**src/rtl/fetch_predict_pkg.sv**
```systemverilog
// Shared types and constants for the fetch stage and its branch target buffer.
package fetch_predict_pkg;

  localparam int          BTB_ENTRIES_DEFAULT = 16;
  localparam logic [31:0] RESET_PC_DEFAULT    = 32'h0000_0000;
  localparam int          TAG_W               = 30;  // wide enough for the smallest index width

  typedef enum logic [1:0] {
    CTR_SNT = 2'b00,
    CTR_WNT = 2'b01,
    CTR_WT  = 2'b10,
    CTR_ST  = 2'b11
  } ctr_e;

  localparam ctr_e CTR_RESET = CTR_WNT;
  localparam ctr_e CTR_ALLOC = CTR_WT;

  typedef struct packed {
    logic             valid;
    logic [TAG_W-1:0] tag;
    logic [31:0]      target;
    ctr_e             ctr;
  } btb_entry_t;

  function automatic ctr_e ctr_next(input ctr_e cur, input logic taken);
    ctr_e nxt;
    nxt = cur;
    unique case (cur)
      CTR_SNT: nxt = taken ? CTR_WNT : CTR_SNT;
      CTR_WNT: nxt = taken ? CTR_WT  : CTR_SNT;
      CTR_WT:  nxt = taken ? CTR_ST  : CTR_WNT;
      CTR_ST:  nxt = taken ? CTR_ST  : CTR_WT;
      default: nxt = cur;
    endcase
    return nxt;
  endfunction

endpackage

```
**src/rtl/fetch_predict_btb.sv**
```systemverilog
// Direct-mapped BTB with 2-bit saturating counters: combinational lookup, synchronous update.
module branch_target_buffer
  import fetch_predict_pkg::*;
#(
  parameter int ENTRIES = BTB_ENTRIES_DEFAULT
) (
  input  logic        clk,
  input  logic        rst,
  input  logic [31:0] lkp_pc,
  output logic        lkp_hit,
  output logic        lkp_taken,
  output logic [31:0] lkp_target,
  input  logic        upd_valid,
  input  logic [31:0] upd_pc,
  input  logic        upd_taken,
  input  logic [31:0] upd_target
);

  localparam int IW = $clog2(ENTRIES);

  logic             valid_q  [ENTRIES];
  ctr_e             ctr_q    [ENTRIES];
  logic [TAG_W-1:0] tag_q    [ENTRIES];
  logic [31:0]      target_q [ENTRIES];

  logic [IW-1:0]    lkp_idx;
  logic [IW-1:0]    upd_idx;
  logic [TAG_W-1:0] lkp_tag;
  logic [TAG_W-1:0] upd_tag;
  logic             upd_hit;
  logic             ctr_we;
  logic             alloc_we;
  btb_entry_t       entry_d;
  logic             unused_byte_offset;

  assign unused_byte_offset = ^{lkp_pc[1:0], upd_pc[1:0]};

  assign lkp_idx = lkp_pc[IW+1:2];
  assign upd_idx = upd_pc[IW+1:2];
  assign lkp_tag = TAG_W'(lkp_pc >> (IW + 2));
  assign upd_tag = TAG_W'(upd_pc >> (IW + 2));

  // Lookup reads the stored state, so a same-cycle update is seen only next cycle.
  assign lkp_hit    = valid_q[lkp_idx] && (tag_q[lkp_idx] == lkp_tag);
  assign lkp_taken  = ctr_q[lkp_idx][1];
  assign lkp_target = target_q[lkp_idx];

  // NOTE: every always_comb output gets a default first so no path leaves it unassigned (no latch).
  always_comb begin
    upd_hit        = valid_q[upd_idx] && (tag_q[upd_idx] == upd_tag);
    ctr_we         = upd_valid && (upd_hit || upd_taken);
    alloc_we       = upd_valid && upd_taken;
    entry_d.valid  = 1'b1;
    entry_d.tag    = upd_tag;
    entry_d.target = upd_target;
    entry_d.ctr    = upd_hit ? ctr_next(ctr_q[upd_idx], upd_taken) : CTR_ALLOC;
  end

  // NOTE: only valid and ctr are reset; tag/target are don't-care while invalid, so they live
  // in a separate reset-free process and can map onto plain storage.
  always_ff @(posedge clk or negedge rst) begin
    if (!rst) begin
      for (int i = 0; i < ENTRIES; i++) begin
        valid_q[i] <= 1'b0;
        ctr_q[i]   <= CTR_RESET;
      end
    end else begin
      // NOTE: sequential state uses non-blocking assignment so all flops update from pre-edge values.
      if (alloc_we) valid_q[upd_idx] <= entry_d.valid;
      if (ctr_we)   ctr_q[upd_idx]   <= entry_d.ctr;
    end
  end

  always_ff @(posedge clk) begin
    if (alloc_we) begin
      tag_q[upd_idx]    <= entry_d.tag;
      target_q[upd_idx] <= entry_d.target;
    end
  end

endmodule

```
**src/rtl/fetch_predict.sv**
```systemverilog
// Instruction-fetch stage: PC register, BTB-based next-PC prediction and redirect on mispredict.
module fetch_predict
  import fetch_predict_pkg::*;
#(
  parameter int          BTB_ENTRIES = BTB_ENTRIES_DEFAULT,
  parameter logic [31:0] RESET_PC    = RESET_PC_DEFAULT
) (
  input  logic        clk,
  input  logic        rst,
  input  logic        stall,
  output logic [31:0] imem_addr,
  input  logic [31:0] imem_data,
  output logic [31:0] instruction_out,
  output logic [31:0] PC4_out,
  output logic        prediction_out,
  output logic        flush_out,
  input  logic        upd_valid,
  input  logic [31:0] upd_pc,
  input  logic        upd_taken,
  input  logic [31:0] upd_target,
  input  logic        upd_mispredict,
  input  logic [31:0] upd_correct_pc
);

  logic [31:0] pc_q;
  logic [31:0] pc_d;
  logic [31:0] pc_plus4;
  logic [31:0] pred_next;
  logic        btb_hit;
  logic        btb_taken;
  logic [31:0] btb_target;

  branch_target_buffer #(
    .ENTRIES (BTB_ENTRIES)
  ) u_btb (
    .clk        (clk),
    .rst        (rst),
    .lkp_pc     (pc_q),
    .lkp_hit    (btb_hit),
    .lkp_taken  (btb_taken),
    .lkp_target (btb_target),
    .upd_valid  (upd_valid),
    .upd_pc     (upd_pc),
    .upd_taken  (upd_taken),
    .upd_target (upd_target)
  );

  assign pc_plus4       = pc_q + 32'd4;
  assign prediction_out = btb_hit && btb_taken;
  assign pred_next      = prediction_out ? btb_target : pc_plus4;

  // A redirect from execute must win over a decode stall, or the wrong path would be held.
  always_comb begin
    pc_d = pc_q;
    if (upd_mispredict) pc_d = upd_correct_pc;
    else if (!stall)    pc_d = pred_next;
  end

  always_ff @(posedge clk or negedge rst) begin
    if (!rst) pc_q <= RESET_PC;
    else      pc_q <= pc_d;
  end

  assign imem_addr       = pc_q;
  assign instruction_out = imem_data;
  assign PC4_out         = pc_plus4;
  assign flush_out       = upd_mispredict;

endmodule
```
**config.mk**
```make
export PLATFORM = sky130hd
export DESIGN_NAME = fetch_predict
export DESIGN_NICKNAME = d
export VERILOG_FILES = /design/src/rtl/fetch_predict_pkg.sv /design/src/rtl/fetch_predict_btb.sv /design/src/rtl/fetch_predict.sv
export SDC_FILE = /design/constraint.sdc
export NUM_CORES = 1
export LEC_CHECK = 0
export BUFFER_PORTS_ARGS = -buffer_cell sky130_fd_sc_hd__buf_2
export CAP_MARGIN = 25
export CORE_MARGIN = 2
export CORE_UTILIZATION = 40
export DETAILED_ROUTE_END_ITERATION = 12
export GPL_TIMING_DRIVEN = 0
export MAX_ROUTING_LAYER = met4
export SLEW_MARGIN = 20
export SYNTH_ARGS = -nofsm -noshare
export SYNTH_HDL_FRONTEND = slang
export SYNTH_SLANG_ARGS = --single-unit
```
**constraint.sdc**
```tcl
create_clock -name clk -period 4.3 [get_ports clk]
set_input_delay 0.43 -clock clk [delete_from_list [all_inputs] [get_ports clk]]
set_output_delay 0.43 -clock clk [all_outputs]
set_load 0.02 [all_outputs]
```
==> Word-level counts from Yosys, hierarchy flattened <==
Memories as Yosys holds them, arrays and structs flattened.
Index checks and enable logic that the tools add are counted.
{ "classes": {"add_sub_neg": 1, "order_cmp": 3, "n_eq_ne": 6, "n_mux": 28, "n_bitwise": 3, "reduce_logical": 8} }
{ "op_table": {"columns": ["cell", "n"], "rows": [
  ["32-bit 2-to-1 mux", 3],
  ["30-bit by 26-bit equality test with 1-bit output", 2],
  ["32-bit by 3-bit adder with 32-bit output (second input constant)", 1],
  ["32-bit bitwise mux", 1],
  ["2-bit binary-select mux with 4-bit select", 2],
  ["2-bit 2-to-1 mux", 8],
  ["16-bit bitwise OR", 1],
  ["5-bit >= comparator (second input constant)", 2],
  ["4-bit NOT with 5-bit output", 2],
  ["1-bit 2-to-1 mux", 9],
  ["1-bit binary-select mux with 4-bit select", 2],
  ["2-bit demux with 4-bit select", 1],
  ["2-bit one-hot mux with 4 select lines", 1],
  ["1-bit logical AND", 6],
  ["5-bit by 1-bit less-than comparator with 1-bit output (second input constant)", 1],
  ["1-bit demux with 4-bit select", 1],
  ["2-bit equality test (second input constant)", 2],
  ["2-bit by 1-bit equality test with 1-bit output (second input constant)", 1],
  ["2-bit logical NOT", 1],
  ["2-bit by 1-bit inequality test with 1-bit output (second input constant)", 1],
  ["1-bit logical OR", 1]
]} }
{ "word_totals": {"register_bits": 80, "ramBits": 928, "inputBits": 134, "output_inout_bits": 98, "wordCells": 84, "n_memories": 2} }
{ "mem_list": {"columns": ["name", "depth", "word_bits", "read_ports", "rd_clocked_by_memory_dff", "wr", "line", "text"], "rows": [
  ["u_btb.target_q", 16, 32, 1, 0, 1, "fetch_predict_btb.sv:24", "logic [31:0] target_q [ENTRIES];"],
  ["u_btb.tag_q", 16, 26, 2, 0, 1, "fetch_predict_btb.sv:23", "logic [TAG_W-1:0] tag_q [ENTRIES];"]
]} }

==> Longest topological paths before layout <==
Gate-level depths: netlist of the first run.
{ "depth": {"ltp_word": 9, "depth_mapped": 15, "depth_no_buf": 9} }

==> By module <==
Synthesis of the first run repeated with hierarchy kept, for this count alone.
{ "unflattened": {"hier_cells": 2294, "area_unflattened_um2": 44641.6} }
{ "by_module_without_submodules": {"columns": ["mod", "instances", "cells_per_inst", "area_per_inst_um2", "seq_area_each_um2"], "rows": [
  ["branch_target_buffer", 1, 1956, 41821.4, 29087.9],
  ["fetch_predict", 1, 338, 2820.2, 800.8]
]} }

==> Least setup slack after synthesis of the first run <==
No wires, ideal clock.
{ "synth_path": {"path_kind": "input to register", "startpoint": "in upd_pc[4]", "endpoint": "mem u_btb.tag_q[1][0] (netlist bit), enable pin", "setup_ns": 0.475, "t_arrival_ns": 4.126, "required_time_ns": 3.825, "path_slack_ns": -0.301, "path_stages": 6, "n_path_buf": 4, "path_cell_list": "buf_4 > buf_4 > buf_1 > clkbuf_1 > or3_1 > nor2_1"} }
{ "synth_lines": {"columns": ["element", "line", "text"], "rows": [
  ["start, declared", "fetch_predict.sv:18", "input logic [31:0] upd_pc,"],
  ["end, declared", "fetch_predict_btb.sv:23", null]
]} }
No word-level cell before the write port.

==> Worst setup path in the final report of the first run <==
{ "layout_path": {"startpoint": "reg pc_q[2], in the netlist imem_addr[2]", "endpoint": "out prediction_out"} }
{ "layout_via": {"elab_chain_len": 6, "word_cells_on_any_way": 11, "classes_between": "eq/ne (1); mux (6); bitwise (1); reduce/logical (2); memory (1)"} }
{ "layout_rtl": {"columns": ["element", "line", "text"], "rows": [
  ["start, declared", "fetch_predict.sv:25", "logic [31:0] pc_q;"],
  ["start signal, assigned", "fetch_predict.sv:61", "else pc_q <= pc_d;"],
  ["branches (longest 5 deep; another with memory 16 x 26 bit)", null, null],
  ["1-bit logical AND *", "fetch_predict.sv:49", "assign prediction_out = btb_hit && btb_taken;"],
  ["end, declared", "fetch_predict.sv:15", "output logic prediction_out,"]
]} }
Every way passes the cells marked *. The select of a mux whose other input is x is not followed.

==> results of run 1 <==
[where the power goes]
part | switching [mW] | internal (mW) | leakage (nW) | total (mW)
Sequential | 0.183 | 10.9 | 9.28 | 11.1
Combinational | 2.17 | 1.35 | 7.80 | 3.51
Clock | 3.83 | 4.93 | 1.60 | 8.76
[worst min-delay path: cells and delay by family]
kind | cells | cell delay, ns
buffers and inverters | 1 | 0.12
AOI/OAI and AO/OA | 2 | 0.14
[how the worst min path moves through the flow]
| stage | start | end | slack (ns) | cells after the start |
|---|---|---|---|---|
| 4_1_cts | upd_correct_pc[5] | imem_addr[5] | 0.003 | 3 |
| 6_report | upd_correct_pc[5] | imem_addr[5] | 0.03 | 3 |
| 2_1_floorplan | rst | imem_addr[0] | 0.13 | 0 |
| 3_3_place_gp | u_btb.valid_q[11] | u_btb.valid_q[11] | 0.47 | 1 |
| 5_1_grt | upd_correct_pc[5] | imem_addr[5] | 0.02 | 3 |
| 3_5_place_dp | rst | u_btb.ctr_q[9] | 0.42 | 1 |
[state kept, by name, indices dropped and copies added (netlist names)]
name and flops:
imem_addr 32, u_btb.valid_q 16, u_btb.target_q 512, u_btb.tag_q 416
u_btb.ctr_q 32
[final cells by class]
| cell class | count | area (µm²) |
|---|---|---|
| multi-input combinational | 1387 | 14200 |
| fill | 9333 | 58000 |
| timing repair buffer | 321 | 3080 |
| clock inverter | 42 | 392 |
| buffer | 208 | 1530 |
| inverter | 19 | 73.8 |
| sequential | 1008 | 29900 |
| clock buffer | 148 | 2900 |
| antenna | 17 | 42.5 |
| tap | 1500 | 1880 |
[logic make-up (layout without fill, tap and decap cells)]
family	count (synthesis)	in the layout	share of synthesized area [%]
flip-flops	1008	1008	66.4
multiplexers	574	574	18.8
AO/OA/AOI/OAI	373	373	6.13
AND/OR/NAND/NOR	359	359	4.12
buffers and inverters	228	738	2.93
XOR/XNOR	79	79	1.54
adder cells (fa/ha/maj)	2	2	0.0500
other	0	17	0
[metrics by stage]
stage / instance area (µm²) / util, %
2_1_floorplan: 45000 / -
3_3_place_gp: 47900 / 42.7
3_5_place_dp: 49500 / 44.2
4_1_cts: 53900 / 48.1
5_1_grt: 54000 / 48.2
6_report: 54000 / 48.2
[synthesized netlist by cell type (7+ instances only)]
library cell and count:
a221oi_1 80, buf_4 51, nor2_1 95, nand2b_1 7, o211ai_1 11, nor4_1 11
a22oi_1 64, nor2b_1 13, mux2_1 20, o21ai_1 14, edfxtp_1 928, and2_1 7
dfstp_2 16, mux2_2 37, a21oi_1 46, nand4_1 18, dfrtp_1 64, nand4_2 10
o221ai_1 7, o21ai_0 48, clkbuf_1 71, or2_2 18, mux4_2 211, buf_1 13
buf_6 22, and3_1 29, xnor2_1 44, buf_2 48, nand2_1 91, inv_1 16
nand3_1 27, nor3_1 10, o22ai_1 25, mux2i_1 305, o31ai_1 18, a221o_1 16
a22o_1 13, xor2_1 35
[repair_timing]
item                                    CTS  global route
buffers inserted                         25             3
gates cloned                              1             0
endpoints found under the setup margin   88            33
resized for setup                       141            15
hold buffers                             31             0
pin swaps                                14             4
endpoints found under the hold margin    62             0
[per-layer routing]
metal | share of wire (%) | vias up | wire (µm) | global-route usage [%]
met3 | 12 | 404 | 18000 | 6.47
met5 | 0 | - | 0 | -
met1 | 38 | 14957 | 58200 | 35.2
met2 | 46 | 2113 | 70900 | 41.1
met4 | 4.6 | 0 | 7080 | 11.1
li1 | - | 11584 | - | -
==> metrics.txt, run 1 <==
run status=complete, but fails checks; failing checks=setup timing; Final Hold Fails=0; Critical-path top delay cell=mux4_2; Syn-to-layout area delta=20.0%; drt drc=0; Routed Antenna Nets=0; final worst path period share=104%; commonest non-fill, non-tap cell in the layout=edfxtp_1; RSZ-0062 raised after global routing=yes; CP Cell Sequence=buf_6 > buf_12 > buf_12 > buf_16 > mux4_2 > a22o_4 > a221oi_4 > xnor2_2 > nor4_2 > nand4_1 > nor2_2 > buf_6 > buf_6; core area=0.112 mm²; Detailed Routing Iterations Pass 1=6; Crit path depth=13; Max-Cap Viols=0; Register-to-Register Setup Slack=0.12 ns; Max Root-Sink Buffers=3; Place WS=-1.48 ns; GRT Util Overall=27.1%; Buf+Inv Stages, Crit Path=6; CP top delay family=buffers and inverters; Worst VDD drop=343 µV; initial antenna violation count=17; hpwl dp=107 mm; largest net degree at the start of global routing=50; crit-path max cell delay=0.52 ns; number of synthesized flops with an enable pin=928; worst hold slack=0.0320 ns; cell type with the largest total area after synthesis=edfxtp_1; total number of vias=29058; Setup CP Type=flop to primary output; FF+latch count, synth=1008; Cell variety after synth=80; Max Fanout on Critical Path=8; gpl congestion=0.931; Leakage=18.7 nW; drt initial violations=4118; Synth area leaders=edfxtp_1 62%, mux4_2 11%, mux2i_1 6.8%; setup TNS=-0.499 ns; Ys Warns=0; WL per Instance=33.2 µm; first-pass GRT wire length=215 mm; Initial Util=40.2%; CTS Root Cell=clkbuf_16; CTS HTree Levels=3; Clock transition at path regs=0.06 ns; Final min period=4.49 ns; nets=3182; Avg Synthesized Cell Area=17.2 µm²; Slew Limit Fails=0; Req. time, crit path=3.87 ns; final worst setup slack=-0.190 ns; top_reg_cell synth=edfxtp_1; CTS tree=yes; Row Count=123; CP arrival=4.06 ns; share of flip-flops with an asynchronous set or reset=7.94%; top cell type's share of synthesized area=61.9%; number of global-route vias before repair=28429; I/O Buffers=193; post-synthesis sequential area ratio=66.4%; worst setup path end=prediction_out; Least-Margin Pin Slew=1.12 ns; I/O pin cnt=232; CTS Sinks=1008; RR Endpoint=imem_addr[29]; total gr overflow=0; Syn Inst Count=2623; reg2reg path depth=10; Overall Power=23.4 mW; TritonCTS buffer count=102; Synth Net Count=2758; Crit. End Element=primary output; FF-to-FF Start=imem_addr[3]; startpoint class of the critical path=flop; Hold Crit Class=input pin to flop; most used cells in the layout excluding fill and tap cells=928 x edfxtp_1, 305 x mux2i_1, 229 x buf_2, 211 x mux4_2, 106 x clkbuf_16; crit-path most repeated cell=buf_6; Post-Route WL=154 mm; Setup crit start=imem_addr[2]; setup violators final=4; clock skew=0.0500 ns; Die Ht=339 µm; FMAX=223 MHz; Total Die Area=0.115 mm²; clk_lat worst skew=0.71 ns; non-filler cells, final=4650; Rel. slew slack=25.6%; share of cells above drive strength 1=30.1%; Pwr Density=433 mW/mm²; Post-Place Cells=4384; die width=339 µm; drt via density=6.25; Cell Area, Synth=0.0450 mm²
(Power assumes the default switching activity.)
==> run 2, diff against run 1 <==
==> constraint.sdc (replaced) <==
create_clock -name clk -period 4.3 [get_ports clk]
set_input_delay 0 -clock clk [delete_from_list [all_inputs] [get_ports clk]]
set_output_delay 0 -clock clk [all_outputs]
set_load 0.02 [all_outputs]
==> run 2 against run 1 <==
  * The flow still finishes with violations (setup timing)
  * Worst setup slack better by 0.13 ns
  * Critical path depth down 1
  * Cell count up 0.88%
  * Register-to-register slack about the same
  * Sequential power about the same
  * Clock-buffer cell count down 18
  * Total power up 0.44%
  * Combinational power about the same
  * Critical endpoint unchanged
  * Largest cell class unchanged
  * Largest power group unchanged
  * Highest routed layer unchanged
==> metrics.txt, run 2 (same netlist as run 1, synthesis figures left out) <==
run status=complete, but fails checks; failing checks=setup timing; startpoint class of the critical path=flop; Setup CP Type=flop to primary output; die width=339 µm (unchanged); WL per Instance=33.0 µm (-0.56%); total number of vias=29123 (+0.22%); Pwr Density=431 mW/mm² (-0.34%); drt via density=6.21 (-0.65%); CP Cell Sequence=buf_6 > buf_8 > buf_12 > mux4_2 > a22o_1 > a221oi_4 > xnor2_1 > nor4_1 > nand4_1 > nor2_2 > buf_6 > buf_2; CP arrival=4.36 ns (+0.30 ns); final worst setup slack=-0.0619 ns (+0.128 ns); Slew Limit Fails=0 (unchanged); largest reg by FF count=u_btb.target_q; Top Usage Layer GRT=met2; FMAX=229 MHz (+2.9%); max FFs per register=512 (unchanged); final worst path period share=101% (-3.0 points); drt drc=0 (unchanged); Least-Margin Pin Slew=1.04 ns (-0.0716 ns); Detailed Routing Iterations Pass 1=8 (+2); share of cells above drive strength 1=28.8% (-1.3 points); non-filler cells, final=4691 (+0.88%); setup violators final=1 (-3); Hold Crit Class=input pin to flop; CTS tree=yes; crit-path max cell delay=0.57 ns (+0.05 ns); Max-Cap Viols=0 (unchanged); Clock transition at path regs=0.07 ns (about the same); Initial Util=40.2% (unchanged); met3 usage=6.00% (-0.46 points); Total Die Area=0.115 mm² (unchanged); nets=3235 (+1.7%); total gr overflow=0 (unchanged); largest net degree at the start of global routing=33 (-34%); GRT Util Overall=27.2% (+0.081 points); drt initial violations=4136 (+0.44%); I/O Buffers=193 (unchanged); met2 Use GR=41.1% (about the same); Max Root-Sink Buffers=3 (unchanged); Crit. End Element=primary output; Syn-to-layout area delta=20.9%; CTS Sinks=1008 (unchanged); CTS Root Cell=clkbuf_16; Register-to-Register Setup Slack=0.12 ns (about the same); Post-Place Cells=4385 (+0.023%); I/O pin cnt=232 (unchanged); Routed Antenna Nets=0 (unchanged); Final Hold Fails=0 (unchanged); crit-path most repeated cell=buf_6; number of global-route vias before repair=28861 (+1.5%); Leakage=18.8 nW (+0.91%); Die Ht=339 µm (unchanged); Overall Power=23.5 mW (+0.44%); # fillers=9449 (+1.2%); Final min period=4.36 ns (-0.128 ns); Max Fanout on Critical Path=10 (+2); clock skew=0.0368 ns (-0.0132 ns); first-pass GRT wire length=216 mm (+0.67%); Post-Route WL=155 mm (+0.31%); clk_lat worst skew=0.71 ns (about the same); CTS HTree Levels=3 (unchanged); core area=0.112 mm² (unchanged); worst hold slack=0.0519 ns (+0.0199 ns); RSZ-0062 raised after global routing=yes; Layout Utilization=48.6% (+0.38 points); Critical-path top delay cell=mux4_2; TritonCTS buffer count=104 (+2.0%); initial antenna violation count=14 (-3); most used cells in the layout excluding fill and tap cells=928 x edfxtp_1, 305 x mux2i_1, 233 x buf_2, 211 x mux4_2, 106 x clkbuf_16; Req. time, crit path=4.30 ns (+0.43 ns); Worst VDD drop=335 µV (-2.3%); gpl congestion=0.950 (+2.1%); commonest non-fill, non-tap cell in the layout=edfxtp_1; Row Count=123 (unchanged); routing usage on met1=36.0% (+0.80 points); Rel. slew slack=30.4% (+4.8 points); hpwl dp=107 mm (+0.49%); Top Registers=u_btb.target_q (512), u_btb.tag_q (416)
==> run 2: path summary, 6_finish.rpt <==
| kind | from | to | cells after the start |
|---|---|---|---|
| min in group asynchronous | rst | u_btb.ctr_q[8] | 3 |
| max in group asynchronous | rst | imem_addr[2] | 4 |
| max | imem_addr[2] | prediction_out | 12 |
| min reg2reg | u_btb.valid_q[11] | u_btb.valid_q[11] | 1 |
| max reg2reg | imem_addr[2] | imem_addr[4] | 13 |
| min | upd_correct_pc[22] | imem_addr[22] | 4 |
==> run 2: timing repair <==
| action | 4_1_cts | 5_1_grt |
|---|---|---|
| hold endpoints to repair | 1052 | 0 |
| pin swaps | 5 | 5 |
| setup buffers | 5 | 5 |
| endpoints found under the setup margin | 59 | 49 |
| gates resized for setup | 82 | 30 |
| hold buffers | 99 | 0 |
==> run 2: final cells by class <==
type	count	area [µm²]	share of cell area, %
flip-flops and latches	1008	29900	54.9
clock inverters	57	571	1.05
plain buffers	209	1440	2.65
repair buffers	371	3660	6.73
diodes	10	25.0	0.0460
clock buffers	130	2780	5.10
well taps	1500	1880	3.45
multi-input cells	1387	14100	25.9
inverters	19	71.3	0.131
==> run 2: layer usage <==
layer  wire length [µm]  up-vias
met5                  0        -
met4               7020        0
met3              17900      405
met2              70500     2027
met1              59200    15016
li1                   -    11675
==> run 2: critical path, delay by kind of cell, from the launching register on <==
family                    cells  cell delay [ns]
buffers and inverters         5             0.93
AOI/OAI and AO/OA             2             0.69
muxes                         1             0.57
xor gates and xnor gates      1             0.17
and+or+nand+nor               3             0.83
DFF                           1             0.43
==> run 2: per-stage QoR <==
step           setup slack [ns]  setup TNS (ns)  instance area, µm²
2_1_floorplan             0.129               0               45000
3_3_place_gp              -4.98        -3954.03               47900
3_5_place_dp              -1.51          -56.13               49600
4_1_cts                  -0.214          -0.214               54200
5_1_grt                  -0.143          -0.143               54400
6_report                -0.0619         -0.0619               54400
==> run 2: power breakdown <==
| part | internal [mW] | switching, mW | total (mW) |
|---|---|---|---|
| registers | 10.9 | 0.183 | 11.1 |
| clock network | 5.06 | 3.84 | 8.90 |
| logic | 1.32 | 2.16 | 3.48 |
| total | 17.3 | 6.18 | 23.5 |
